`config.mk`:
```
export PLATFORM = sky130hd
export DESIGN_NAME = alu_4bit
export DESIGN_NICKNAME = d
export VERILOG_FILES = /design/src/rtl/alu_4bit.sv
export SDC_FILE = /design/constraint.sdc
export NUM_CORES = 1
export LEC_CHECK = 0
export ABC_CLOCK_PERIOD_IN_PS = 1950
export CORE_AREA = 8 8 53 55
export DETAILED_ROUTE_END_ITERATION = 16
export DIE_AREA = 0 0 61 63
export GPL_ROUTABILITY_DRIVEN = 0
export GPL_TIMING_DRIVEN = 1
export PLACE_DENSITY = 0.68
export SLEW_MARGIN = 25
export SYNTH_ARGS = -nofsm -noshare
export SYNTH_HDL_FRONTEND = slang
export SYNTH_SLANG_ARGS = --single-unit
```
`constraint.sdc`:
```
create_clock -name clk -period 1.95 [get_ports clk]
set_input_delay 0.39 -clock clk [delete_from_list [all_inputs] [get_ports clk]]
set_output_delay 0.39 -clock clk [all_outputs]
set_load 0.05 [all_outputs]
```
`src/rtl/alu_4bit.sv`:
```
// 4-bit ALU with one-cycle registered result and carry/borrow/shift-out flag.
// The result is formed combinationally from A, B and opcode and captured on
// every rising clock edge; synchronous reset clears both outputs.
module alu_4bit (
  input  logic       clk,
  input  logic       rst,
  input  logic [3:0] A,
  input  logic [3:0] B,
  input  logic [2:0] opcode,
  output logic [3:0] Y,
  output logic       carry
);

  localparam int unsigned DATA_W = 4;
  localparam int unsigned OP_W   = 3;

  typedef enum logic [OP_W-1:0] {
    OP_ADD = 3'b000,
    OP_SUB = 3'b001,
    OP_AND = 3'b010,
    OP_OR  = 3'b011,
    OP_XOR = 3'b100,
    OP_SHL = 3'b101,
    OP_SHR = 3'b110,
    OP_NOT = 3'b111
  } op_e;

  op_e               w_op;
  logic [DATA_W:0]   w_sum;
  logic [DATA_W:0]   w_diff;
  logic [DATA_W-1:0] w_y;
  logic              w_carry;

  logic [DATA_W-1:0] r_y;
  logic              r_carry;

  assign w_op = op_e'(opcode);

  // Extended add/subtract; the extra MSB is carry-out or borrow (A < B).
  always_comb begin
    w_sum  = {1'b0, A} + {1'b0, B};
    w_diff = {1'b0, A} - {1'b0, B};
  end

  // Operation select; every opcode is defined so no illegal branch exists.
  always_comb begin
    w_y     = '0;
    w_carry = 1'b0;
    case (w_op)
      OP_ADD: begin
        w_y     = w_sum[DATA_W-1:0];
        w_carry = w_sum[DATA_W];
      end
      OP_SUB: begin
        w_y     = w_diff[DATA_W-1:0];
        w_carry = w_diff[DATA_W];
      end
      OP_AND: w_y = A & B;
      OP_OR:  w_y = A | B;
      OP_XOR: w_y = A ^ B;
      OP_SHL: begin
        w_y     = {A[DATA_W-2:0], 1'b0};
        w_carry = A[DATA_W-1];
      end
      OP_SHR: begin
        w_y     = {1'b0, A[DATA_W-1:1]};
        w_carry = A[0];
      end
      OP_NOT: w_y = ~A;
      default: begin
        w_y     = '0;
        w_carry = 1'b0;
      end
    endcase
  end

  // Output register; reset wins over any operation presented in the same cycle.
  always_ff @(posedge clk) begin
    if (rst) begin
      r_y     <= '0;
      r_carry <= 1'b0;
    end else begin
      r_y     <= w_y;
      r_carry <= w_carry;
    end
  end

  assign Y     = r_y;
  assign carry = r_carry;

endmodule

```
==> summary.md <==
| Metric | Value |
|---|---|
| Crit-path max FO | 3 |
| CP Depth | 9 |
| CTS H-tree depth | 1 |
| Vias per inst | 5.03 |
| Number of CTS-inserted buffers | 3 |
| Area growth from synthesis to layout | 60.0% |
| Endpoints failing setup | 0 |
| Internal power | 322 uW |
| Tot Pwr | 503 uW |
| Worst slew margin | 0.667 |
| Crit path time final | 1.82 ns |
| First-pass GRT wire length | 3.37 mm |
| Hold_buf cts | 0 |
| Crit path max-delay family | adder cells |
| Nets | 166 |
| Post-route cell area | 1220 um2 |
| Post-Syn Nets | 124 |
| Multi-input gate area | 637 um2 |
| CP endpoint | carry$_SDFF_PP0_ |
| DRT Pass-1 Iters | 4 |
| Power per cell area | 413 nW/um2 |
| CTS tree | yes |
| Total track usage | 0.111 |
| CTS root buf | clkbuf_4 |
| Synth area leader | ha_1 |
| Remaining Overflow, GRT | 0 |
| Worst EP arrival | 1.97 ns |
| Core area | 2060 um2 |
| Max-cap violations | 0 |
| Crit path largest cell delay | 0.35 ns |
| Fraction of layout cells with a size suffix above 1 | 0.326 |
| Max VDD drop | 0.000208 V |
| Post-route ant nets | 0 |
| Static leakage | 0.000602 uW |
| Outcome | complete, no violations |
| Via count | 835 |
| Yosys warns | 0 |
| WL per Instance | 12.4 um |
| Register area share after synthesis | 0.132 |
| Hold slack final | 0.734 ns |
| Combinational Power Share | 0.543 |
| Number of clock sinks | 5 |
| Initial DRC Count | 9 |
| Initial antenna violation count | 0 |
| Placed cell areas | 1120 um2 |
| DP Wirelength | 1.67 mm |
| Die Width | 61 um |
| NetSw | 181 uW |
| CTS max path bufs | 2 |
| Crit. End Element | register |
| IO Pins | 18 |
| IO Port Bufs | 17 |
| Die height | 63 um |
| Vias in the first global route | 835 |
| Critical path type | input port to register |
| Crit path launch | A[0] |
| Sw frac | 0.360 |
| Unrepaired setup endpoints after global routing | yes |
| Row count | 17 |
| Clk slew on worst S/H paths | 0.04 ns |
| # fillers | 195 |
| CP most frequent cell | inv_1 |
| Top cell type's share of synthesized area | 0.197 |
| Fin. Hold Viols | 0 |
| # diodes | 0 |
| Fin crit share | 0.935 |
| Slowest-stage cell, CP | fa_2 |
| FF+latch area | 100 um2 |
| Netlist Area Pre-Place | 761 um2 |
| Largest net degree at the start of global routing | 10 |
| Place WS | -0.396 ns |
| Drt drc | 0 |
| Wirelength, routed | 2.06 mm |
| Post-synth cell types | 35 |
| CP required | 2.10 ns |
| Setup crit start kind | input port |
| F_max | 0.549 GHz |
| Worst slew pin tran | 0.497 ns |
| Synth top area cells | ha_1 (20%), dfxtp_1 (13%), inv_1 (6.9%), fa_1 (5.3%), nor2b_1 (4.9%) |
| #FFs+latches synth | 5 |
| Worst min-delay path category | input port to register |
| Synthesized area per cell | 7.84 um2 |
| Clock share of power | 0.231 |
| Die area | 3840 um2 |
| Worst path bufs/invs | 3 |
| Sequential share of power | 0.226 |
| Slew Viols, Final | 0 |
| CP Cell Sequence | dlygate4sd2_1 > inv_1 > ha_2 > inv_1 > fa_2 > and2b_1 > o21bai_1 > a31oi_1 > a221oi_2 |
| Mapped Cells | 97 |
| Starting Density | 0.369 |
| Final WS setup | 0.128 ns |
## worst min-delay path: stages
cell	delay, ns
dlymetal6s2s_1	0.12
buf_4	0.16
nand2_1	0.07
o2111ai_1	0.10
a31oi_1	0.09
## sequential cells by signal, indices dropped and copies added, names as in the netlist
register,cells
carry,1
Y,4
## power by group through the flow
stage	Combinational [uW]	Clock (uW)	Sequential [uW]
floorplan	111	0	148
global placement	249	0	115
detailed placement	255	0	115
CTS	268	121	114
global route	297	132	115
finish	273	116	114
## Yosys cell counts, drive strengths merged
cell,count
and3b,1
and4,1
clkbuf,2
o21a,1
mux2i,1
nor3,2
a31oi,3
xnor2,1
o31ai,2
o21bai,2
fa,2
inv,14
buf,3
nor2b,6
o2111ai,1
o21ai,6
a211oi,3
and2b,1
nor2,5
nand3,1
a21o,4
nand2,5
a32o,1
o2bb2ai,1
a221oi,2
nand3b,1
dfxtp,5
or4,1
a22oi,2
ha,12
a21oi,4
xor2,1
## metrics by stage
stage / std cells / util / TNS [ns]
after floorplan: 97 / - / 0
after global placement: 161 / 0.542 / -1.25
after detailed placement: 161 / 0.542 / -1.36
after CTS: 165 / 0.577 / 0
after global routing: 166 / 0.590 / -0.00776
final: 166 / 0.590 / 0
## metal layers
metal / part of all wire / track usage
met5: 0 / 0
met4: 0.018 / 0.0583
met3: 0.073 / 0.0288
met2: 0.50 / 0.189
met1: 0.41 / 0.118
## timing repair
| item | in CTS | in global routing |
|---|---|---|
| gates resized for setup | 14 | 8 |
| setup endpoints to repair | 4 | 3 |
| buffers inserted | 0 | 1 |
| pin swaps | 2 | 3 |
## cell usage in the layout, fill, tap and decap left out, types with 2 or more instances in the layout
master | netlist | final
inv_1 | 14 | 8
a21oi_1 | 4 | 4
ha_4 | 0 | 3
a21o_1 | 4 | 4
clkdlybuf4s50_1 | 0 | 9
nor2b_1 | 6 | 6
inv_2 | 0 | 6
a22oi_1 | 2 | 2
ha_1 | 12 | 8
fa_2 | 0 | 2
dlymetal6s2s_1 | 0 | 5
clkbuf_4 | 0 | 3
buf_4 | 0 | 25
a31oi_1 | 3 | 3
dfxtp_1 | 5 | 5
a211oi_1 | 2 | 2
a221oi_2 | 0 | 2
nor2_1 | 5 | 5
nand2_1 | 5 | 5
o21ai_0 | 6 | 6
o31ai_1 | 2 | 2
dlygate4sd2_1 | 0 | 3
o21bai_1 | 2 | 2
## how the worst min path moves through the flow
stage	slack, ns	start	endpoint	depth (start not counted)
2_1_floorplan	0.46	rst	Y[0]$_SDFF_PP0_	1
3_3_place_gp	1.08	rst	Y[0]$_SDFF_PP0_	2
3_5_place_dp	1.08	rst	Y[0]$_SDFF_PP0_	2
4_1_cts	0.77	A[0]	carry$_SDFF_PP0_	4
5_1_grt	0.76	A[3]	carry$_SDFF_PP0_	5
6_report	0.73	A[1]	Y[1]$_SDFF_PP0_	5
## area by class of cell
cell class / instances / share of cell area
Clock buffer: 4 / 0.0216
Sequential cell: 5 / 0.0822
Tap cell: 28 / 0.0288
Multi-Input combinational cell: 73 / 0.523
Inverter: 14 / 0.0432
Timing Repair Buffer: 42 / 0.301
## cells by family after synthesis
group,count (synthesis),share of synthesized area
AOI/OAI and AO/OA,32,0.294
and+or+nand+nor,24,0.181
buffers and inverters,19,0.107
adders and majority gates,14,0.250
DFF,5,0.132
xor gates and xnor gates,2,0.0230
muxes,1,0.0132
(Power assumes the default switching activity.)
